$ cat src/rtl/tx_seq_pkg.sv
// Shared definitions for the Q-channel transmit rate sequencer: state encoding,
// rate ratios relative to clk, and the phase-counter width.
package tx_seq_pkg;

    typedef enum logic [1:0] {
        ST_IDLE  = 2'd0,
        ST_RUN   = 2'd1,
        ST_FLUSH = 2'd2
    } seq_state_e;

    localparam int INT_RATIO = 2;
    localparam int SAM_RATIO = 4;
    localparam int SYM_RATIO = 16;
    localparam int PHASE_W   = 4;

    localparam logic [PHASE_W-1:0] PHASE_LAST = PHASE_W'(SYM_RATIO - 1);

    // Ratios are powers of two, so a strobe fires when the low phase bits are zero.
    function automatic logic on_rate(input logic [PHASE_W-1:0] ph, input int ratio);
        return (ph & PHASE_W'(ratio - 1)) == '0;
    endfunction

endpackage

$ cat src/rtl/tx_rate_sequencer_if.sv
// Control/strobe bundle between the sequencer and the transmit chain.
interface tx_rate_sequencer_if;
    import tx_seq_pkg::*;

    logic               start;
    logic               stop;
    logic               int_en;
    logic               sam_en;
    logic               sym_en;
    logic               data_gate;
    logic               clear_accum;
    logic               busy;
    logic [PHASE_W-1:0] phase;

    modport master (
        output start, stop,
        input  int_en, sam_en, sym_en, data_gate, clear_accum, busy, phase
    );

    modport slave (
        input  start, stop,
        output int_en, sam_en, sym_en, data_gate, clear_accum, busy, phase
    );

endinterface

$ cat src/rtl/tx_phase_gen.sv
// Symbol phase counter with registered clock-enable decode; strobes are decoded
// from the phase value being loaded so they line up with the phase output.
module tx_phase_gen
    import tx_seq_pkg::*;
(
    input  logic               clk,
    input  logic               rst,
    input  logic               i_run,
    input  logic               i_sync,
    output logic [PHASE_W-1:0] o_phase,
    output logic               o_int_en,
    output logic               o_sam_en,
    output logic               o_sym_en
);

    logic [PHASE_W-1:0] r_phase;
    logic               r_int_en;
    logic               r_sam_en;
    logic               r_sym_en;
    logic [PHASE_W-1:0] w_phase_nxt;

    assign w_phase_nxt = i_sync ? '0 : r_phase + PHASE_W'(1);

    always_ff @(posedge clk or posedge rst) begin
        if (rst) begin
            r_phase  <= '0;
            r_int_en <= 1'b0;
            r_sam_en <= 1'b0;
            r_sym_en <= 1'b0;
        end else if (!i_run) begin
            r_phase  <= '0;
            r_int_en <= 1'b0;
            r_sam_en <= 1'b0;
            r_sym_en <= 1'b0;
        end else begin
            r_phase  <= w_phase_nxt;
            r_int_en <= on_rate(w_phase_nxt, INT_RATIO);
            r_sam_en <= on_rate(w_phase_nxt, SAM_RATIO);
            r_sym_en <= on_rate(w_phase_nxt, SYM_RATIO);
        end
    end

    assign o_phase  = r_phase;
    assign o_int_en = r_int_en;
    assign o_sam_en = r_sam_en;
    assign o_sym_en = r_sym_en;

endmodule

$ cat src/rtl/tx_rate_sequencer.sv
// Start/stop sequencing of the Q-channel transmit chain: RUN/FLUSH/IDLE control,
// symbol-boundary aligned data gating and accumulation-window framing.
//
// state    | meaning
// ST_IDLE  | chain stopped, phase held at 0, all strobes low
// ST_RUN   | strobes running, source data passed (data_gate=1)
// ST_FLUSH | strobes running, zero data driven to drain filter delay lines
module tx_rate_sequencer
    import tx_seq_pkg::*;
#(
    parameter int ACC_SYMS   = 1024,
    parameter int FLUSH_SYMS = 8
) (
    input  logic                clk,
    input  logic                reset,
    tx_rate_sequencer_if.slave  bus
);

    localparam int SCW = $clog2(ACC_SYMS);
    localparam int FCW = $clog2(FLUSH_SYMS + 1);
    localparam logic [FCW-1:0] FLUSH_LAST = FCW'(FLUSH_SYMS - 1);

    seq_state_e         r_state;
    seq_state_e         w_state_nxt;
    logic               r_stop_pend;
    logic               w_stop_pend_nxt;
    logic               r_restart_pend;
    logic               w_restart_pend_nxt;
    logic [FCW-1:0]     r_flush_cnt;
    logic [FCW-1:0]     w_flush_cnt_nxt;
    logic [SCW-1:0]     r_sym_cnt;
    logic [SCW-1:0]     w_sym_cnt_nxt;
    logic               r_data_gate;
    logic               r_clear_accum;
    logic               r_busy;
    logic               w_clear_nxt;
    logic               w_wrap;
    logic               w_run;
    logic               w_sync;
    logic [PHASE_W-1:0] w_phase;
    logic               w_int_en;
    logic               w_sam_en;
    logic               w_sym_en;

    assign w_wrap = (w_phase == PHASE_LAST);
    assign w_run  = (w_state_nxt != ST_IDLE);
    assign w_sync = (r_state == ST_IDLE);

    always_ff @(posedge clk or posedge reset) begin
        if (reset) begin
            r_state        <= ST_IDLE;
            r_stop_pend    <= 1'b0;
            r_restart_pend <= 1'b0;
            r_flush_cnt    <= '0;
            r_sym_cnt      <= '0;
            r_data_gate    <= 1'b0;
            r_clear_accum  <= 1'b0;
            r_busy         <= 1'b0;
        end else begin
            r_state        <= w_state_nxt;
            r_stop_pend    <= w_stop_pend_nxt;
            r_restart_pend <= w_restart_pend_nxt;
            r_flush_cnt    <= w_flush_cnt_nxt;
            r_sym_cnt      <= w_sym_cnt_nxt;
            r_data_gate    <= (w_state_nxt == ST_RUN);
            r_clear_accum  <= w_clear_nxt;
            r_busy         <= w_run;
        end
    end

    always_comb begin
        w_state_nxt        = r_state;
        w_stop_pend_nxt    = r_stop_pend;
        w_restart_pend_nxt = r_restart_pend;
        w_flush_cnt_nxt    = r_flush_cnt;
        w_sym_cnt_nxt      = r_sym_cnt;
        w_clear_nxt        = 1'b0;

        case (r_state)
            ST_IDLE: begin
                if (bus.start && !bus.stop) begin
                    w_state_nxt   = ST_RUN;
                    w_sym_cnt_nxt = '0;
                    w_clear_nxt   = 1'b1;
                end
            end
            ST_RUN: begin
                if (bus.stop) begin
                    w_stop_pend_nxt = 1'b1;
                end
                // A stop seen on the wrap edge itself still ends this symbol.
                if (w_wrap) begin
                    if (r_stop_pend || bus.stop) begin
                        w_state_nxt     = ST_FLUSH;
                        w_flush_cnt_nxt = '0;
                        w_stop_pend_nxt = 1'b0;
                    end else begin
                        w_sym_cnt_nxt = r_sym_cnt + SCW'(1);
                        w_clear_nxt   = (w_sym_cnt_nxt == '0);
                    end
                end
            end
            ST_FLUSH: begin
                if (bus.start) begin
                    w_restart_pend_nxt = 1'b1;
                end
                if (w_wrap) begin
                    if (r_flush_cnt == FLUSH_LAST) begin
                        w_restart_pend_nxt = 1'b0;
                        if (r_restart_pend || bus.start) begin
                            w_state_nxt   = ST_RUN;
                            w_sym_cnt_nxt = '0;
                            w_clear_nxt   = 1'b1;
                        end else begin
                            w_state_nxt = ST_IDLE;
                        end
                    end else begin
                        w_flush_cnt_nxt = r_flush_cnt + FCW'(1);
                    end
                end
            end
            default: begin
                w_state_nxt = ST_IDLE;
            end
        endcase
    end

    tx_phase_gen u_phase_gen (
        .clk      (clk),
        .rst      (reset),
        .i_run    (w_run),
        .i_sync   (w_sync),
        .o_phase  (w_phase),
        .o_int_en (w_int_en),
        .o_sam_en (w_sam_en),
        .o_sym_en (w_sym_en)
    );

    assign bus.phase       = w_phase;
    assign bus.int_en      = w_int_en;
    assign bus.sam_en      = w_sam_en;
    assign bus.sym_en      = w_sym_en;
    assign bus.data_gate   = r_data_gate;
    assign bus.clear_accum = r_clear_accum;
    assign bus.busy        = r_busy;

endmodule

$ cat src/flat_wrapper.sv
// flat-port wrapper written by rule: the top's interface ports become plain ports
module tx_rate_sequencer_flat import tx_seq_pkg::*;
#(
    parameter int ACC_SYMS   = 1024,
    parameter int FLUSH_SYMS = 8
)
  (clk, reset, bus_start, bus_stop, bus_int_en, bus_sam_en, bus_sym_en, bus_data_gate, bus_clear_accum, bus_busy, bus_phase);
  tx_rate_sequencer_if bus_i ();
  input  logic clk;
  input  logic reset;
  input wire logic [$bits(bus_i.start)-1:0] bus_start;
  input wire logic [$bits(bus_i.stop)-1:0] bus_stop;
  output wire logic [$bits(bus_i.int_en)-1:0] bus_int_en;
  output wire logic [$bits(bus_i.sam_en)-1:0] bus_sam_en;
  output wire logic [$bits(bus_i.sym_en)-1:0] bus_sym_en;
  output wire logic [$bits(bus_i.data_gate)-1:0] bus_data_gate;
  output wire logic [$bits(bus_i.clear_accum)-1:0] bus_clear_accum;
  output wire logic [$bits(bus_i.busy)-1:0] bus_busy;
  output wire logic [$bits(bus_i.phase)-1:0] bus_phase;
  assign bus_i.start = bus_start;
  assign bus_i.stop = bus_stop;
  assign bus_int_en = bus_i.int_en;
  assign bus_sam_en = bus_i.sam_en;
  assign bus_sym_en = bus_i.sym_en;
  assign bus_data_gate = bus_i.data_gate;
  assign bus_clear_accum = bus_i.clear_accum;
  assign bus_busy = bus_i.busy;
  assign bus_phase = bus_i.phase;
  tx_rate_sequencer #(.ACC_SYMS(ACC_SYMS), .FLUSH_SYMS(FLUSH_SYMS)) u_core (.clk(clk), .reset(reset), .bus(bus_i));
endmodule
$ cat config.mk
export PLATFORM = sky130hd
export DESIGN_NAME = tx_rate_sequencer_flat
export DESIGN_NICKNAME = d
export VERILOG_FILES = /design/src/rtl/tx_seq_pkg.sv /design/src/rtl/tx_rate_sequencer_if.sv /design/src/rtl/tx_phase_gen.sv /design/src/rtl/tx_rate_sequencer.sv /design/src/flat_wrapper.sv
export SDC_FILE = /design/constraint.sdc
export NUM_CORES = 1
export LEC_CHECK = 0
export ABC_AREA = 1
export ABC_CLOCK_PERIOD_IN_PS = 1900
export BUFFER_PORTS_ARGS = -buffer_cell sky130_fd_sc_hd__clkbuf_2
export CAP_MARGIN = 20
export CORE_ASPECT_RATIO = 1.75
export CORE_MARGIN = 2
export CORE_UTILIZATION = 35
export CTS_CLUSTER_SIZE = 10
export DETAILED_ROUTE_END_ITERATION = 10
export GPL_TIMING_DRIVEN = 0
export PLACE_DENSITY = 0.57
export SETUP_SLACK_MARGIN = 0.3
export SLEW_MARGIN = 20
export SYNTH_ARGS = -nofsm -noshare
export SYNTH_HDL_FRONTEND = slang
export SYNTH_SLANG_ARGS = --single-unit
$ cat constraint.sdc
create_clock -name clk -period 1.9 [get_ports clk]
set_input_delay 0.38 -clock clk [delete_from_list [all_inputs] [get_ports clk]]
set_output_delay 0.38 -clock clk [all_outputs]
set_load 0.01 [all_outputs]
# Word-level counts from Yosys, hierarchy flattened
# Index checks and enable logic that the tools add are counted.
# W data, S select, Z words.
totals:
  regBits: 28
  in_bits: 4
  out_inout_bits: 10
  elab_cells: 79
op_classes:
  addsub: 3
  eq_ne: 13
  muxes: 37
  reduce_logical: 14
op_table:
  columns: ["operator", "n"]
  rows:
  - ["$mux W10", 6]
  - ["$pmux W10 S3", 1]
  - ["$mux W4", 6]
  - ["$mux W1", 16]
  - ["$logic_not A4 Y1", 3]
  - ["$ne A2 B1 Y1 const B", 6]
  - ["$add A10 B1 Y10 const B", 1]
  - ["$logic_not A10 Y1", 1]
  - ["$mux W2", 5]
  - ["$add A4 B1 Y4 const B", 2]
  - ["$pmux W4 S2", 1]
  - ["$reduce_and A7 Y1", 1]
  - ["$pmux W2 S3", 1]
  - ["$reduce_and A5 Y1", 1]
  - ["$eq A2 B1 Y1 const B", 2]
  - ["$eq A4 B3 Y1 const B", 1]
  - ["$eq A4 B4 Y1 const B", 1]
  - ["$ne A2 B2 Y1 const B", 2]
  - ["$reduce_bool A2 Y1", 2]
  - ["$pmux W1 S3", 1]
  - ["$reduce_bool A3 Y1", 1]
  - ["$eq A2 B2 Y1 const B", 1]
  - ["$logic_not A2 Y1", 1]
  - ["$logic_or A1 B1 Y1", 2]
  - ["2 further kinds", 2]

# Longest topological paths before layout
# Gate-level depths: netlist of the first run.
depth:
  ltp_word: 7
  mapped_depth: 12
  ltp_nobuf: 12

# Cells and area by module
# Synthesis of the first run repeated with hierarchy kept, for this count alone.
unflattened:
  hier_cells: 199
  area_unflattened_um2: 1669.1
by_module_without_submodules:
  columns: ["mod", "n_inst", "cells_per_inst", "area_per_inst_um2", "seq_area_each_um2"]
  rows:
  - ["tx_rate_sequencer", 1, 166, 1368.8, 525.5]
  - ["tx_phase_gen", 1, 33, 300.3, 175.2]

# Worst setup path after synthesis of the first run
# OpenSTA, ideal clock, no wires.
synth_timing:
  kind: "register -> register"
  startpoint: "register u_core.r_state[0]"
  endpoint: "register u_core.r_sym_cnt[9]"
  setup_time_ns: 0.125
  arrival_ns: 1.532
  required_ns: 1.775
  slack_ns: 0.243
  path_stages_with_launch: 9
  n_path_buf: 2
  period_less_slack_ns: 1.657
  cell_sequence: "dfrtp_1 inv_1 ha_1 buf_2 inv_1 o21ai_1 nor3_4 buf_6 o22ai_1"
synth_via:
  elab_chain_len: 3
  word_cells_on_any_way: 12
  classes_between: "eq/ne (8); mux (1); reduce/logical (3)"
synth_lines:
  columns: ["element", "line", "source"]
  rows:
  - ["start: declaration", "tx_rate_sequencer.sv:23", "seq_state_e r_state;"]
  - ["start signal: assignment", "tx_rate_sequencer.sv:60", "r_state <= w_state_nxt;"]
  - ["$eq A2 B2 Y1 (tied with other cells)", "tx_rate_sequencer.sv:79", "case (r_state)"]
  - ["$ne A2 B1 Y1 (no line) (tied with other cells)", null, null]
  - ["$reduce_and A7 Y1 (no line)", null, null]
  - ["end signal: assignment", "tx_rate_sequencer.sv:64", "r_sym_cnt <= w_sym_cnt_nxt;"]
  - ["end: declaration", "tx_rate_sequencer.sv:31", "logic [SCW-1:0] r_sym_cnt;"]
# Parallel ways exist; a longest one is shown, timed or not.
# A chain may end at the register's enable or synchronous reset.

# Worst setup path after layout of the first run
layout_timing:
  startpoint: "register u_core.u_phase_gen.r_phase[0] (netlist: u_core.u_phase_gen.o_phase[0])"
  endpoint: "register u_core.r_flush_cnt[3]"
layout_via:
  elab_chain_len: 3
  word_cells_on_any_way: 4
  classes_between: "eq/ne (3); reduce/logical (1)"
layout_lines:
  columns: ["element", "line", "source"]
  rows:
  - ["start: declaration", "tx_phase_gen.sv:16", "logic [PHASE_W-1:0] r_phase;"]
  - ["start signal: assignment", "tx_phase_gen.sv:36", "r_phase <= w_phase_nxt;"]
  - ["$eq A4 B4 Y1 *", "tx_rate_sequencer.sv:45", "assign w_wrap = (w_phase == PHASE_LAST);"]
  - ["$ne A2 B1 Y1 (no line)", null, null]
  - ["$reduce_and A5 Y1 (no line) *", null, null]
  - ["end signal: assignment", "tx_rate_sequencer.sv:63", "r_flush_cnt <= w_flush_cnt_nxt;"]
  - ["end: declaration", "tx_rate_sequencer.sv:29", "logic [FCW-1:0] r_flush_cnt;"]
# Every way passes the cells marked *; elsewhere a longest branch is shown, timed or not.

==> results of run 1 <==
-- cells in the final DEF, fill, tap and decap left out, types with 2 or more instances in the layout --
| cell | netlist | layout |
|---|---|---|
| nand2_1 | 49 | 41 |
| inv_1 | 37 | 29 |
| dfrtp_1 | 28 | 27 |
| buf_4 | 0 | 20 |
| nand3_1 | 21 | 14 |
| clkbuf_2 | 0 | 13 |
| nor2_1 | 14 | 10 |
| buf_6 | 1 | 8 |
| nand2_4 | 1 | 7 |
| inv_2 | 0 | 6 |
| a21oi_1 | 8 | 6 |
| nand3_2 | 1 | 6 |
| o21ai_2 | 0 | 5 |
| nand2_2 | 2 | 4 |
| o21ai_1 | 2 | 4 |
| o22ai_2 | 0 | 4 |
| clkbuf_8 | 0 | 4 |
| nor2_4 | 1 | 3 |
| nand4_1 | 3 | 3 |
| o21ai_0 | 10 | 3 |
| ha_1 | 8 | 3 |
| ha_4 | 0 | 3 |
| nand3_4 | 0 | 2 |
| buf_8 | 0 | 2 |
| a21oi_2 | 0 | 2 |
| nor2_2 | 0 | 2 |
| ha_2 | 0 | 2 |
-- sequential cells by signal, summed over array words and instances (netlist names), 2 cells and up --
| name | flops |
|---|---|
| u_core.r_sym_cnt | 10 |
| u_core.r_flush_cnt | 4 |
| u_core.u_phase_gen.o_phase | 4 |
| u_core.r_state | 2 |
-- power breakdown --
part	internal (mW)	switching, mW
clock	0.186	0.193
sequential	0.734	0.105
combinational	0.717	0.782
-- cells by family (layout without fill, tap and decap cells) --
kind of cell | after synthesis | count (layout) | synth area share (%)
muxes | 1 | 1 | 0.628
buffers and inverters | 40 | 85 | 10.0
xor gates and xnor gates | 1 | 1 | 0.550
DFF | 28 | 28 | 44.0
and+or+nand+nor | 96 | 96 | 27.6
AOI/OAI and AO/OA | 31 | 31 | 10.9
adders and majority gates | 8 | 8 | 6.28
-- metal layers --
layer	global-route usage, %	wire, um	vias to the layer above	share of wire [%]
met5	0	0	-	0
met4	8.33	89	0	2.2
met3	2.56	114	8	2.8
met2	33.3	2490	37	61
met1	17.9	1390	727	34
li1	-	-	754	-
-- per-stage QoR --
stage / hold WS [ns] / cell area (um^2) / cells
after floorplan: 0.441 / 1600 / 205
after global placement: 0.468 / 1730 / 269
after detailed placement: 0.478 / 1730 / 269
after CTS: 0.162 / 2090 / 295
after global routing: 0.212 / 2290 / 301
final: 0.137 / 2290 / 301
-- final timing paths --
check,startpoint,endpoint,slack [ns]
max,u_core.u_phase_gen.o_phase[0],u_core.r_flush_cnt[3],0.18
min,reset,u_core.r_stop_pend,0.14
max reg2reg,u_core.u_phase_gen.o_phase[0],u_core.r_flush_cnt[3],0.18
min reg2reg,u_core.r_restart_pend,u_core.r_restart_pend,0.51
max in group asynchronous,reset,u_core.r_sym_cnt[0],1.34
min in group clk,bus_start,u_core.bus.clear_accum,0.44
-- worst reg2reg max path, delay by kind of cell (launching register included) --
kind                     cells  cell delay, ns
buffers and inverters        2            0.29
AO/OA/AOI/OAI                2            0.11
adder cells (fa/ha/maj)      1            0.18
AND/OR/NAND/NOR              5            0.61
flip-flops                   1            0.41
-- repair_timing --
item,4_1_cts,5_1_grt
resized for setup,42,35
pin swaps,14,15
buffers inserted,21,6
endpoints found under the setup margin,22,25
cloned,1,0
-- cell type report --
type | instances | area (um^2) | share of cell area (%)
multi-input combinational | 137 | 967 | 42.2
sequential | 28 | 702 | 30.6
timing repair buffer | 41 | 318 | 13.9
inverter | 37 | 149 | 6.50
tap | 51 | 63.8 | 2.78
clock buffer | 4 | 55.1 | 2.40
buffer | 3 | 37.5 | 1.64
==> flow_summary.yaml, run 1 <==
status:
  outcome: "finished, final reports clean"
drt:
  drc: 0
  dr.pass1.iters: 5
  wl_um: 4080
  wire_per_inst_um: 13.6
  drtIter0Drc: 38
  ant_nets: 0
  vias: 1526
  routed_via_density: 5.07
global_route:
  grt-ovfl-total: 0
  grt_pass1_wl_um: 6690
  grt_pass1_vias: 1551
  antenna_found_initial: 0
  track_usage_pct: 17.9
  grt_max_degree: 29
synth:
  async_flop_share_pct: 100
  syn_inst: 205
  ys_types: 28
  ys_seq_area_share_pct: 44.0
  yosys_warnings: 0
  postSynthAreaPerCell_um2: 7.78
  synth_area_leaders: "dfrtp_1 44%, nand2_1 12%, inv_1 8.7%, nand3_1 6.6%, ha_1 6.3%"
  synth_top_flop_cell: "dfrtp_1"
  synth_most_common_cell: "nand2_1"
  ys_top_cells_by_count: "49 x nand2_1, 37 x inv_1, 28 x dfrtp_1"
  synth_edf_count: 0
  synth_nets: 217
  syn_area_um2: 1590
  synth_area_leader_cell: "dfrtp_1"
  yosys.area.top_type_share_pct: 44.0
  synth-seq-cells: 28
timing:
  fmax_ghz: 0.582
  final.setup.tns_ns: 0
  setup_viol: 0
  final_hold_viol_count: 0
  slew_headroom_pct: 60.5
  tightest_slew_ns: 0.592
  finalCritPeriodShare_pct: 90.5
  worst_slack_ns: 0.181
  grt_setup_unrepaired: "yes"
  clock_skew_ns: 0.00726
  min_period_ns: 1.72
  final_max_slew_viol_count: 0
floorplan:
  die_area_um2: 5130
  fp-row-count: 32
  initial_utilization_pct: 36.2
  dieWidth_um: 55.0
  die_y_um: 93.3
  io_pins: 14
  core_um2: 4400
cts:
  clockBufferDepth: 2
  clock-sinks: 28
  cts_root_buf: "clkbuf_8"
  cts_buffers: 3
  cts_tree: "built"
  ctsHoldBuffers: 0
  clock_latency_ns: 0.28
  cts.reportedPaths.clkPinSlew_ns: 0.10
  cts_max_level: 1
pwr:
  total_power_mw: 2.72
  ir_drop_mv: 0.868
  p_leak_nw: 1.10
  power.density_nw_per_um2: 1190
worst_setup_path:
  start_kind: "flip-flop"
  crit_type: "reg2reg"
  crit_path_end_kind: "flip-flop"
  critPathArrivalTime_ns: 1.89
  cp_max_fo: 6
  critPathRequiredTime_ns: 2.07
  cp_num_cells: 10
  crit_family: "simple AND/OR/NAND/NOR gates"
  cp_slowest_cell: "dfrtp_1"
  worst_path_most_repeated_cell: "nand2_4"
  path_buf_inv: 2
  crit_chain: "ha_4, nand2_4, nor2_4, inv_2, nand2_4, o21ai_1, nand3b_1, buf_4, nand2_2, o31ai_1"
  critical_path.max_stage_delay_ns: 0.41
  ff2ff_path_depth: 10
layout:
  nets: 263
  drive_gt1_share_pct: 40.4
  syn_to_final_growth_pct: 43.8
  fillerInstances: 428
  post-route-util_pct: 52.0
  diodes: 0
flow_run:
  cap_violations: 0
placed_design:
  port_buffers: 13
  gp_congestion: 0.791
  dp_hpwl_um: 2580
  place_ws_ns: -0.0193
worst_hold_path:
  hold_class: "in2async"
Power figures use the tool's default switching activity.
==> run 2, diff against run 1 <==
--- a/config.mk
+++ b/config.mk
@@ -6,7 +6,7 @@
 export NUM_CORES = 1
 export LEC_CHECK = 0
 export ABC_AREA = 1
-export ABC_CLOCK_PERIOD_IN_PS = 1900
+export ABC_CLOCK_PERIOD_IN_PS = 2200
 export BUFFER_PORTS_ARGS = -buffer_cell sky130_fd_sc_hd__clkbuf_2
 export CAP_MARGIN = 20
 export CORE_ASPECT_RATIO = 1.75
@@ -16,7 +16,7 @@
 export DETAILED_ROUTE_END_ITERATION = 10
 export GPL_TIMING_DRIVEN = 0
 export PLACE_DENSITY = 0.57
-export SETUP_SLACK_MARGIN = 0.3
+export SETUP_SLACK_MARGIN = 0.15
 export SLEW_MARGIN = 20
 export SYNTH_ARGS = -nofsm -noshare
 export SYNTH_HDL_FRONTEND = slang
==> constraint.sdc (replaced) <==
create_clock -name clk -period 2.2 [get_ports clk]
set_input_delay 0.44 -clock clk [delete_from_list [all_inputs] [get_ports clk]]
set_output_delay 0.44 -clock clk [all_outputs]
set_load 0.01 [all_outputs]
==> run 2 against run 1 <==
  * Clock-buffer cell count stayed put
  * Total power shrank 36%
  * Maximum frequency shrank 7.8%
  * Design area decreased by 22%
  * Critical path depth shrank 1
  * Final cell count is 8.6% lower
  * Global-route usage is 2.6 points lower
  * Combinational power is 54% lower
  * Non-clock buffer count down 26
  * Hold slack improved by 0.056 ns
  * Largest power group is now registers
  * Highest routed layer unchanged
==> flow_summary.yaml, run 2 (same netlist as run 1, synthesis figures left out) <==
drt:
  routed_via_density: 4.87
  dr.pass1.iters: 4
  vias: 1340
  drtIter0Drc: 23
  ant_nets: 0
  drc: 0
  wl_um: 3370
  wire_per_inst_um: 12.3
timing:
  setup_viol: 0
  min_period_ns: 1.87
  final_hold_viol_count: 0
  fmax_ghz: 0.536
  clock_skew_ns: 0.0101
  hold_ws_ns: 0.193
  grt_setup_unrepaired: "no"
  final_max_slew_viol_count: 0
  slew_headroom_pct: 59.3
  finalCritPeriodShare_pct: 84.8
  worst_slack_ns: 0.334
  tightest_slew_ns: 0.609
  final.setup.tns_ns: 0
global_route:
  grt_max_degree: 29
  grt_pass1_vias: 1334
  antenna_found_initial: 0
  grt_pass1_wl_um: 5800
  track_usage_pct: 15.2
  grt-ovfl-total: 0
worst_setup_path:
  critical_path.max_stage_delay_ns: 0.41
  crit_type: "reg2reg"
  path_buf_inv: 4
  start_kind: "flip-flop"
  worst_path_most_repeated_cell: "inv_1"
  critPathRequiredTime_ns: 2.38
  crit_family: "buffers and inverters"
  cp_max_fo: 8
  crit_chain: "inv_1, ha_1, buf_2, inv_1, o21ai_0, nand3b_1, inv_1, o21ai_0, o21a_1"
  cp_slowest_cell: "dfrtp_1"
  crit_path_end_kind: "flip-flop"
  critPathArrivalTime_ns: 2.04
floorplan:
  initial_utilization_pct: 36.2
  fp-row-count: 32
  dieWidth_um: 55.0
  io_pins: 14
  die_area_um2: 5130
  core_um2: 4400
  die_y_um: 93.3
cts:
  cts_root_buf: "clkbuf_8"
  cts.reportedPaths.clkPinSlew_ns: 0.10
  clock_latency_ns: 0.29
  ctsHoldBuffers: 0
  clock-sinks: 28
  clockBufferDepth: 2
  cts_tree: "built"
  cts_buffers: 3
  cts_max_level: 1
placed_design:
  place_ws_ns: 0.237
  port_buffers: 13
  dp_hpwl_um: 2590
  gp_congestion: 0.736
layout:
  layout_common_cells: "49 x nand2_1, 36 x inv_1, 28 x dfrtp_1, 21 x nand3_1"
  nets: 237
  largest-register: "u_core.r_sym_cnt"
  final_common_cell: "nand2_1"
  largest_register_ffs: 10
  drive_gt1_share_pct: 13.8
  diodes: 0
  syn_to_final_growth_pct: 12.6
flow_run:
  cap_violations: 0
pwr:
  netSwitchingFraction_pct: 39.8
  p_comb_share_pct: 39.5
  switchingPower_mw: 0.695
  p_leak_nw: 0.913
  ir_drop_mv: 0.500
  power.density_nw_per_um2: 972
  pwr-share-seq_pct: 41.5
  clkPwrFrac_pct: 19.0
  intPower_mw: 1.05
status:
  outcome: "finished, final reports clean"
worst_hold_path:
  hold_class: "in2async"
-- run 2: cell types whose count changed in the layout (fill, tap and decap cells not counted), moves of 5 or more --
cell and change:
nand2_1 +8, inv_1 +7, ha_1 +5, buf_6 -7, o22ai_1 +5, o21ai_0 +7
o21ai_2 -5, nand3_2 -5, nand3_1 +7, nand2_4 -6, buf_4 -18, inv_2 -5
-- run 2: worst paths after layout --
kind,cells past startpoint,to,slack (ns),start
max,9,u_core.r_flush_cnt[0],0.33,u_core.r_state[0]
min,2,u_core.bus.clear_accum,0.19,reset
max reg2reg,9,u_core.r_flush_cnt[0],0.33,u_core.r_state[0]
min reg2reg,2,u_core.r_restart_pend,0.48,u_core.r_restart_pend
max in group asynchronous,2,u_core.r_sym_cnt[4],1.59,reset
min in group clk,2,u_core.r_restart_pend,0.48,u_core.r_restart_pend
-- run 2: cell type report --
type	instances	area [um^2]
Buffer	3	21.3
Clock buffer	4	55.1
Fill cell	476	2610
Inverter	37	139
Multi-Input combinational cell	137	736
Sequential cell	28	701
Tap cell	51	63.8
Timing Repair Buffer	15	80.1
-- run 2: power groups by stage --
stage	Combinational, mW	Sequential [mW]	Clock (mW)
after global routing	0.784	0.738	0.353
after global placement	0.664	0.735	0
after CTS	0.672	0.724	0.340
final	0.689	0.725	0.331
after floorplan	0.461	0.745	0
after detailed placement	0.671	0.734	0
-- run 2: stage by stage --
step	util (%)	total power, mW	instances	instance area, um^2
3_3_place_gp	39.1	1.40	269	1720
5_1_grt	40.8	1.88	275	1800
6_report	40.8	1.75	275	1800
2_1_floorplan	-	1.21	205	1590
4_1_cts	40.4	1.74	273	1780
3_5_place_dp	39.1	1.40	269	1720
-- run 2: per-layer routing --
metal,GRT usage (%),wire [um]
met1,17.9,1390
met4,6.10,61
met5,0,0
met3,2.24,85
met2,26.4,1840
-- run 2: worst reg2reg max path, stage by stage (launching register included) --
cell and delay (ns):
dfrtp_1 0.41, inv_1 0.08, ha_1 0.19, buf_2 0.17, inv_1 0.20, o21ai_0 0.11
nand3b_1 0.26, inv_1 0.14, o21ai_0 0.09, o21a_1 0.11
-- run 2: timing repair --
item	CTS	global route
gates resized for setup	0	1
setup buffers	0	2
setup endpoints to repair	0	11
